## src/rtl/pp_requant_pack_pkg.sv

```systemverilog
// ============================================================================
// Module : pp_pkg
// Brief  : Shared widths, scale-word fields, int8 limits and FSM encoding
//          for the post-processing requantise/pack stage.
// Rev    : 1.0 - initial release
// ============================================================================
`default_nettype none

package pp_pkg;

  localparam int TOUT      = 4;
  localparam int PSUM_DW   = 32;
  localparam int W_OUT     = 8;
  localparam int AFFINE_DW = 32;
  localparam int AFFINE_AW = 9;
  localparam int W_SIZE    = 9;
  localparam int W_CHANNEL = 9;
  localparam int OFM_DW    = TOUT * W_OUT;
  localparam int OFM_AW    = 16;

  // Scale word layout: unsigned multiplier M and right-shift S.
  localparam int M_LSB = 0;
  localparam int M_W   = 16;
  localparam int S_LSB = 16;
  localparam int S_W   = 5;

  localparam int INT8_MIN = -128;
  localparam int INT8_MAX = 127;

  localparam int LEAKY_MUL   = 13;
  localparam int LEAKY_SHIFT = 7;

  typedef enum logic [1:0] {
    ST_IDLE = 2'd0,
    ST_PROC = 2'd1,
    ST_OUT  = 2'd2
  } pp_state_e;

endpackage

`default_nettype wire

```

## src/rtl/pp_requant_pack_lane.sv

```systemverilog
// ============================================================================
// Module : pp_requant_lane
// Brief  : One lane of bias-add, scale-multiply, rounding shift, activation
//          and int8 saturation. Product registered, tail combinational.
//          Optional macro: PP_LEAKY_RELU_EN (leaky slope instead of ReLU).
// Rev    : 1.0 - initial release
// ============================================================================
`default_nettype none

module pp_requant_lane
  import pp_pkg::*;
(
  input  logic                 clk,
  input  logic                 rstn,
  input  logic                 i_en,
  input  logic                 i_act,
  input  logic [PSUM_DW-1:0]   i_acc,
  input  logic [AFFINE_DW-1:0] i_bias,
  input  logic [AFFINE_DW-1:0] i_scale,
  output logic [W_OUT-1:0]     o_byte
);

  localparam int PROD_W = PSUM_DW + M_W + 2;
  localparam int ACT_W  = PROD_W + 5;

  logic signed [PSUM_DW:0]  w_sum;
  logic signed [M_W:0]      w_m;
  logic signed [PROD_W-1:0] r_prod;
  logic [S_W-1:0]           r_shift;
  logic                     r_act;
  logic signed [PROD_W-1:0] w_rnd;
  logic signed [PROD_W-1:0] w_r;
  logic signed [ACT_W-1:0]  w_a;
  logic                     w_unused_bits;

  assign w_sum = {i_acc[PSUM_DW-1], i_acc} + {i_bias[AFFINE_DW-1], i_bias};
  assign w_m   = {1'b0, i_scale[M_LSB +: M_W]};
  assign w_unused_bits = ^i_scale[AFFINE_DW-1:S_LSB+S_W];

  always_ff @(posedge clk or negedge rstn) begin
    if (!rstn) begin
      r_prod  <= '0;
      r_shift <= '0;
      r_act   <= 1'b0;
    end else if (i_en) begin
      r_prod  <= PROD_W'(w_sum) * PROD_W'(w_m);
      r_shift <= i_scale[S_LSB +: S_W];
      r_act   <= i_act;
    end
  end

  always_comb begin
    w_rnd = '0;
    if (r_shift != '0) w_rnd[r_shift - 1'b1] = 1'b1;
    w_r = (r_prod + w_rnd) >>> r_shift;
    w_a = ACT_W'(w_r);
    if (r_act && w_r[PROD_W-1]) begin
`ifdef PP_LEAKY_RELU_EN
      w_a = (ACT_W'(w_r) * ACT_W'(LEAKY_MUL)) >>> LEAKY_SHIFT;
`else
      w_a = '0;
`endif
    end
    if (w_a > ACT_W'(INT8_MAX))      o_byte = W_OUT'(INT8_MAX);
    else if (w_a < ACT_W'(INT8_MIN)) o_byte = W_OUT'(INT8_MIN);
    else                             o_byte = w_a[W_OUT-1:0];
  end

endmodule

`default_nettype wire

```

## src/rtl/pp_requant_pack.sv

```systemverilog
// ============================================================================
// Module : pp_requant_pack
// Brief  : Requantises a TOUT-lane accumulator vector to int8 one lane at a
//          time and presents the packed OFM word with its address.
//          Optional macro: PP_LEAKY_RELU_EN (selects leaky activation).
// Rev    : 1.0 - initial release
// ============================================================================
`default_nettype none

module pp_requant_pack
  import pp_pkg::*;
(
  input  logic                      clk,
  input  logic                      rstn,
  input  logic [W_SIZE-1:0]         q_width,
  input  logic [W_SIZE-1:0]         q_height,
  input  logic [W_CHANNEL-1:0]      q_channel_out,
  input  logic                      q_act,
  input  logic                      in_vld,
  output logic                      in_rdy,
  input  logic [TOUT*PSUM_DW-1:0]   in_data,
  input  logic [W_SIZE-1:0]         in_row,
  input  logic [W_SIZE-1:0]         in_col,
  input  logic [W_CHANNEL-1:0]      in_chn_out,
  output logic                      bias_rd_en,
  output logic [AFFINE_AW-1:0]      bias_rd_addr,
  input  logic [AFFINE_DW-1:0]      bias_rd_data,
  output logic                      scale_rd_en,
  output logic [AFFINE_AW-1:0]      scale_rd_addr,
  input  logic [AFFINE_DW-1:0]      scale_rd_data,
  output logic                      o_pp_data_vld,
  input  logic                      o_pp_rdy,
  output logic [OFM_DW-1:0]         o_pp_data,
  output logic [OFM_AW-1:0]         o_pp_addr,
  output logic                      o_busy,
  output logic                      o_layer_done
);

  localparam int CNT_W  = $clog2(TOUT + 2);
  localparam int LIDX_W = $clog2(TOUT);
  localparam int FULL_W = 2 * W_SIZE + W_CHANNEL + 1;

  pp_state_e                r_state;
  logic [CNT_W-1:0]         r_cnt;
  logic [TOUT*PSUM_DW-1:0]  r_data;
  logic [W_SIZE-1:0]        r_row;
  logic [W_SIZE-1:0]        r_col;
  logic [W_CHANNEL-1:0]     r_chn;

  logic [CNT_W-1:0]         w_cnt_m1;
  logic [CNT_W-1:0]         w_cnt_m2;
  logic [LIDX_W-1:0]        w_lane_idx;
  logic [LIDX_W-1:0]        w_commit_idx;
  logic                     w_lane_en;
  logic                     w_commit;
  logic [W_OUT-1:0]         w_lane_byte;
  logic [AFFINE_AW-1:0]     w_base;
  logic [FULL_W-1:0]        w_addr_full;
  logic                     w_last;

  // Read for lane k issues at cnt k, data is back at cnt k+1, byte lands at cnt k+2.
  assign w_cnt_m1     = r_cnt - CNT_W'(1);
  assign w_cnt_m2     = r_cnt - CNT_W'(2);
  assign w_lane_idx   = w_cnt_m1[LIDX_W-1:0];
  assign w_commit_idx = w_cnt_m2[LIDX_W-1:0];
  assign w_lane_en    = (r_state == ST_PROC) && (r_cnt >= CNT_W'(1)) && (r_cnt <= CNT_W'(TOUT));
  assign w_commit     = (r_state == ST_PROC) && (r_cnt >= CNT_W'(2));

  assign w_base      = AFFINE_AW'(in_chn_out * TOUT);
  assign w_addr_full = (FULL_W'(in_row) * FULL_W'(q_width) + FULL_W'(in_col))
                       * FULL_W'(q_channel_out) + FULL_W'(in_chn_out);
  assign w_last      = (r_row == q_height - W_SIZE'(1)) &&
                       (r_col == q_width - W_SIZE'(1)) &&
                       (r_chn == q_channel_out - W_CHANNEL'(1));

  pp_requant_lane u_lane (
    .clk     (clk),
    .rstn    (rstn),
    .i_en    (w_lane_en),
    .i_act   (q_act),
    .i_acc   (r_data[w_lane_idx*PSUM_DW +: PSUM_DW]),
    .i_bias  (bias_rd_data),
    .i_scale (scale_rd_data),
    .o_byte  (w_lane_byte)
  );

  always_ff @(posedge clk or negedge rstn) begin
    if (!rstn) begin
      r_state       <= ST_IDLE;
      r_cnt         <= '0;
      r_data        <= '0;
      r_row         <= '0;
      r_col         <= '0;
      r_chn         <= '0;
      in_rdy        <= 1'b1;
      bias_rd_en    <= 1'b0;
      bias_rd_addr  <= '0;
      scale_rd_en   <= 1'b0;
      scale_rd_addr <= '0;
      o_pp_data_vld <= 1'b0;
      o_pp_data     <= '0;
      o_pp_addr     <= '0;
      o_busy        <= 1'b0;
      o_layer_done  <= 1'b0;
    end else begin
      o_layer_done <= 1'b0;
      case (r_state)
        ST_IDLE: begin
          if (in_vld) begin
            r_state       <= ST_PROC;
            r_cnt         <= '0;
            r_data        <= in_data;
            r_row         <= in_row;
            r_col         <= in_col;
            r_chn         <= in_chn_out;
            in_rdy        <= 1'b0;
            o_busy        <= 1'b1;
            bias_rd_en    <= 1'b1;
            scale_rd_en   <= 1'b1;
            bias_rd_addr  <= w_base;
            scale_rd_addr <= w_base;
            o_pp_addr     <= w_addr_full[OFM_AW-1:0];
          end
        end
        ST_PROC: begin
          r_cnt <= r_cnt + CNT_W'(1);
          if (r_cnt < CNT_W'(TOUT - 1)) begin
            bias_rd_addr  <= bias_rd_addr + AFFINE_AW'(1);
            scale_rd_addr <= scale_rd_addr + AFFINE_AW'(1);
          end else begin
            bias_rd_en    <= 1'b0;
            scale_rd_en   <= 1'b0;
            bias_rd_addr  <= '0;
            scale_rd_addr <= '0;
          end
          if (w_commit) o_pp_data[w_commit_idx*W_OUT +: W_OUT] <= w_lane_byte;
          if (r_cnt == CNT_W'(TOUT + 1)) begin
            r_state       <= ST_OUT;
            o_pp_data_vld <= 1'b1;
          end
        end
        ST_OUT: begin
          if (o_pp_rdy) begin
            r_state       <= ST_IDLE;
            o_pp_data_vld <= 1'b0;
            in_rdy        <= 1'b1;
            o_busy        <= 1'b0;
            o_layer_done  <= w_last;
          end
        end
        default: r_state <= ST_IDLE;
      endcase
    end
  end

endmodule

`default_nettype wire

```

## config.mk

```make
export PLATFORM = sky130hd
export DESIGN_NAME = pp_requant_pack
export DESIGN_NICKNAME = d
export VERILOG_FILES = /design/src/rtl/pp_requant_pack_pkg.sv /design/src/rtl/pp_requant_pack_lane.sv /design/src/rtl/pp_requant_pack.sv
export SDC_FILE = /design/constraint.sdc
export NUM_CORES = 2
export LEC_CHECK = 0
export ABC_AREA = 1
export BUFFER_PORTS_ARGS = -buffer_cell sky130_fd_sc_hd__buf_2
export CAP_MARGIN = 20
export CORE_MARGIN = 5
export CORE_UTILIZATION = 64
export DETAILED_ROUTE_END_ITERATION = 10
export MAX_ROUTING_LAYER = met4
export PLACE_DENSITY = 0.84
export SLEW_MARGIN = 0
export SYNTH_ARGS = -nofsm -noshare
export SYNTH_HDL_FRONTEND = slang
export SYNTH_SLANG_ARGS = --single-unit
```

## constraint.sdc

```tcl
create_clock -name clk -period 14.1 [get_ports clk]
set_clock_uncertainty 0.15 [all_clocks]
set_input_delay 0.705 -clock clk [delete_from_list [all_inputs] [get_ports clk]]
set_output_delay 0.705 -clock clk [all_outputs]
set_load 0.03 [all_outputs]
```

# After elaboration in Yosys (flattened, before gate mapping)
# Index checks and enable logic that the tools add are counted.
[word_totals]
output_inout_bits = 72
reg_bits = 287
in_bits = 251
[classes]
order_cmp = 8
muxes = 30
n_mul = 3
n_eq_ne = 10
n_reduce_logical = 19
shift = 4
n_addsub = 14
[op_table]
columns = ["operator", "count"]
rows = [
  ["128-bit by 8-bit indexed part select with 32-bit output", 1],
  ["55-bit by 8-bit greater-than comparator with 1-bit output (second input constant)", 1],
  ["55-bit by 8-bit less-than comparator with 1-bit output (second input constant)", 1],
  ["55-bit 2-to-1 mux", 1],
  ["50-bit by 33-bit adder with 50-bit output", 1],
  ["33-bit by 17-bit multiplier with 50-bit output", 1],
  ["50-bit by 5-bit >>> shifter with 50-bit output", 1],
  ["9-bit case mux with 2 select lines", 2],
  ["5-bit negator with 34-bit output", 1],
  ["8-bit by 34-bit variable shift with 32-bit output (first input constant)", 1],
  ["8-bit by 34-bit indexed part select with 32-bit output", 1],
  ["32-bit by 32-bit adder with 33-bit output", 1],
  ["32-bit bitwise mux", 1],
  ["32-bit 2-to-1 mux", 1],
  ["9-bit == test", 3],
  ["9-bit 2-to-1 mux", 3],
  ["9-bit by 1-bit subtractor with 9-bit output (second input constant)", 3],
  ["18-bit by 9-bit adder with 19-bit output", 1],
  ["19-bit by 9-bit multiplier with 16-bit output", 1],
  ["9-bit by 1-bit adder with 9-bit output (second input constant)", 2],
  ["9-bit by 9-bit multiplier with 18-bit output", 1],
  ["16-bit by 9-bit adder with 16-bit output", 1],
  ["8-bit 2-to-1 mux", 2],
  ["3-bit AND reduction", 4],
  ["27 further kinds", 52],
]

# Depth between registers and ports, before layout
[depth]
depth_word = 15
mapped_depth = 60
depth_no_buf = 57

# Hierarchy
# A second synthesis with hierarchy kept.
[hier_totals]
cells_unflattened = 6775
hier_area_um2 = 47087.7
[modules_own_cells]
columns = ["module", "seq_area_each_um2", "area_per_inst_um2", "n_inst", "cells_each"]
rows = [
  ["pp_requant_lane", 1401.3, 29522.1, 1, 4437],
  ["pp_requant_pack", 5781.8, 17565.6, 1, 2338],
]

# Worst setup path after synthesis
# No wires, ideal clock.
[synth_path]
path_type = "register to register"
from = "reg r_cnt[0]"
to = "reg u_lane.r_prod[45]"
setup_time_ns = 0.132
path_slack_ns = 4.141
t_required_ns = 13.818
path_stages_with_launch = 57
synth_period_minus_slack_ns = 9.959
t_arrival_ns = 9.677
path_cell_list = "dfrtp_1 inv_1 clkbuf_1 clkbuf_1 ha_1 inv_1 clkbuf_1 o21ai_0 o22ai_1 ha_1 fa_1 nand3_1 nand3_1 nand2_1 nand2_1 nand2_1 nand2_2 inv_2 (+21 left out) fa_1 fa_1 inv_1 fa_1 fa_1 fa_1 fa_1 inv_1 ha_1 nand2_1 nor2_1 inv_1 nor4_1 nand2_1 o211ai_1 nand2_1 nand3_1 o21ai_0"
[synth_via]
elab_chain_cells = 4
[synth_rtl]
columns = ["item", "line_no", "text"]
rows = [
  ["start, declared", "pp_requant_pack.sv:44", "logic [CNT_W-1:0] r_cnt;"],
  ["start signal, assigned", "pp_requant_pack.sv:126", "r_cnt <= r_cnt + CNT_W'(1);"],
  ["2-bit by 1-bit subtractor with 2-bit output", "pp_requant_pack.sv:62", "assign w_cnt_m1 = r_cnt - CNT_W'(1);"],
  ["128-bit by 8-bit indexed part select with 32-bit output", "pp_requant_pack.sv:81", ".i_acc (r_data[w_lane_idx*PSUM_DW +: PSUM_DW]),"],
  ["32-bit by 32-bit adder with 33-bit output", "pp_requant_pack_lane.sv:36", "assign w_sum = {i_acc[PSUM_DW-1], i_acc} + {i_bias[AFFINE_DW-1], i_bias};"],
  ["33-bit by 17-bit multiplier with 50-bit output", "pp_requant_pack_lane.sv:46", "r_prod <= PROD_W'(w_sum) * PROD_W'(w_m);"],
  ["end signal, assigned", "pp_requant_pack_lane.sv:46", ""],
  ["end, declared", "pp_requant_pack_lane.sv:28", "logic signed [PROD_W-1:0] r_prod;"],
]
# Several ways; a longest one is shown, not always the timed one.
# A chain may end at the register's enable or synchronous reset.

# Final worst setup path
[layout_path]
from = "reg r_cnt[0]"
to = "reg u_lane.r_prod[42]"
# The elaborated chain is that of the path after synthesis.

==> results.yml <==
cells_and_area:
  fillerInstances: 6036
  layout-drive-gt1-share: 0.07478
  nets: 7714
  final-seq-area_mm2: 0.007184
  multi_input_area_mm2: 0.03272
  area_delta_synth_final_pct: 6.807
clock_network:
  ctsResizeCount: 0
  clk_latency_ns: 0.56
  clock_path_buffers: 3
  post_cts_buffers: 0
  tritoncts: "done"
  cts-root-buf: "clkbuf_16"
  numCtsBuffers: 34
  htreeDepth: 2
  clk_pin_slew_worst_paths_ns: 0.06
  hold_buffers: 0
  clock_sinks: 287
detailed_routing:
  antenna_left: 0
  drt-initial-drc-count: 4090
  post_drt_wl_per_cell_um: 18.17
  via_per_inst: 5.664
  drc_errors: 0
  routed_wl_um: 137000
  drtPass1Iterations: 6
  vias: 42687
synthesis:
  synth_area_leaders: "fa_1 (28%), dfrtp_1 (16%), nand2_1 (15%)"
  synth_top_area_frac: 0.2764
  syn_nets: 7578
  synthCells: 6420
  synth-edff-count: 0
  yosys.area.top_type: "fa_1"
  async_reset_ff_frac: 1.000
  synth_cell_type_count: 57
  synth_seq_cells: 287
  synth_commonest_cells: "nand2_1 (1841), inv_1 (1274), fa_1 (631)"
  avgSynthCellArea_um2: 7.118
  synth_ff_type: "dfrtp_1"
  synth_most_common_cell: "nand2_1"
  netlist_area_mm2: 0.04570
  ys_warn_count: 0
  ys_seq_area_frac: 0.1572
floorplan:
  fp.dieW_um: 277.2
  rows: 98
  die_y_um: 277.2
  io_pins: 323
  core-area_mm2: 0.07112
  start_util: 0.6426
  die-area_mm2: 0.07685
worst_setup_path:
  cp-end-kind: "register"
  critPathMaxFanout: 70
  max_stage_delay_ns: 0.65
  critPathKind: "reg -> reg"
  critPathMostFrequentCell: "inv_1"
  worstPathArrival_ns: 11.97
  worstPathRequired_ns: 14.36
  cp-start-kind: "register"
  slowest_stage: "fa_1"
timing:
  hold_viol: 0
  maxSlewHeadroom: 0.2757
  rsz0062_at_grt: "no"
  setup-violations-final: 0
  post-route-period-util: 0.8307
  setup_tns_ns: 0
  fmax_ghz: 0.08538
  worst_slew_pin_slew_ns: 1.085
  min_period_ns: 11.71
  slew_viol_final: 0
run_status:
  status: "complete, no violations"
placed_design:
  port_buffers: 311
  hpwl_um: 110000
  gp_congestion: 1.014
flow_run:
  drv_cap: 0
min_path:
  min_path_type: "in -> async"
grt:
  grt-ovfl-total: 0
  grt_start_max_net_pins: 108
  grt_use_total: 0.3646
  grt_pass1_wl_um: 221200
  antenna_found_initial: 10
  grt_pass1_vias: 42847
-- critical path, delay by kind of cell (launching register included) --
kind	cells	cell delay [ns]
AND/OR/NAND/NOR	10	1.16
AO/OA/AOI/OAI	16	3.47
buffers and inverters	12	1.96
XOR/XNOR	1	0.19
flip-flops	1	0.40
adder cells (fa/ha/maj)	9	4.22
-- worst paths after layout --
path	startpoint	slack, ns	depth (start not counted)	endpoint
setup / recovery	r_cnt[0]	2.39	48	u_lane.r_prod[42]
setup reg to reg	r_cnt[0]	2.39	48	u_lane.r_prod[42]
min in group clk	in_data[108]	0.18	3	r_data[108]
hold / removal	rstn	0.05	1	r_data[126]
max in group asynchronous	rstn	12.32	2	r_data[47]
hold reg to reg	o_busy	0.32	2	o_busy
-- per-stage QoR --
stage	area, um^2	hold slack [ns]	instances	util	worst slack [ns]
2_1_floorplan	45700	0.2594	6420	-	4.141
3_3_place_gp	47750	0.3026	7469	0.6714	2.816
3_5_place_dp	47760	0.3095	7470	0.6715	2.709
4_1_cts	48790	0.06429	7529	0.6860	2.697
5_1_grt	48810	0.1083	7537	0.6863	1.694
6_report	48810	0.04986	7537	0.6863	2.387
-- cell families after synthesis --
group                      Yosys count  share of synthesized area
AOI/OAI and AO/OA                  505                    0.06188
xor gates and xnor gates           145                    0.02796
adders and majority gates          907                     0.3520
buffers and inverters             1537                     0.1273
DFF                                287                     0.1572
muxes                                1                  0.0002190
other                                1                 0.00008206
and+or+nand+nor                   3037                     0.2734
-- routing by layer --
| metal | wire length, um | vias up | track usage |
|---|---|---|---|
| met5 | 0 | - | - |
| met4 | 7018 | 0 | 0.1541 |
| met3 | 13080 | 451 | 0.06744 |
| met2 | 63920 | 2214 | 0.5817 |
| met1 | 52950 | 20314 | 0.4628 |
| li1 | - | 19708 | - |
-- area by class of cell --
type	count	share of cell area
multi-input combinational	4596	0.6704
sequential	287	0.1472
inverter	1295	0.09964
timing repair buffer	342	0.03686
tap	950	0.02435
clock buffer	44	0.01841
clock inverter	15	0.002717
antenna	8	0.0004102
-- registers in the layout, indices dropped and copies added (netlist names), 3 cells and up --
name and cells:
bias_rd_addr 9, o_pp_addr 16, o_pp_data 32, r_chn 9
r_cnt 3, r_col 9, r_data 128, r_row 9
scale_rd_addr 9, u_lane.r_prod 50, u_lane.r_shift 5
-- layout by cell type, fill, tap and decap left out, types with 7 or more instances in the layout --
cell       synthesis  layout
nand2_1         1841    1840
inv_1           1274    1273
fa_1             631     631
nand3_1          529     528
nor2_1           493     493
buf_2             13     310
dfrtp_1          286     285
ha_1             276     276
o21ai_0          206     206
a21oi_1          145     145
xor2_1            78      77
xnor2_1           66      66
or2_2             54      54
nand4_1           49      49
o22ai_1           38      38
clkbuf_16          0      34
buf_4              4      31
a31oi_1           30      30
nor3_1            22      22
nand2_2           19      20
o21ai_1           19      19
clkinv_1          11      11
inv_2             10      10
o21bai_1          10      10
a22oi_1            9       9
clkbuf_1         187       9
diode_2            0       8
clkinv_2           0       8
o21a_1             7       7
Power is not shown: default switching activity piles up to over one toggle a cycle in this logic, so the estimate is an artifact.
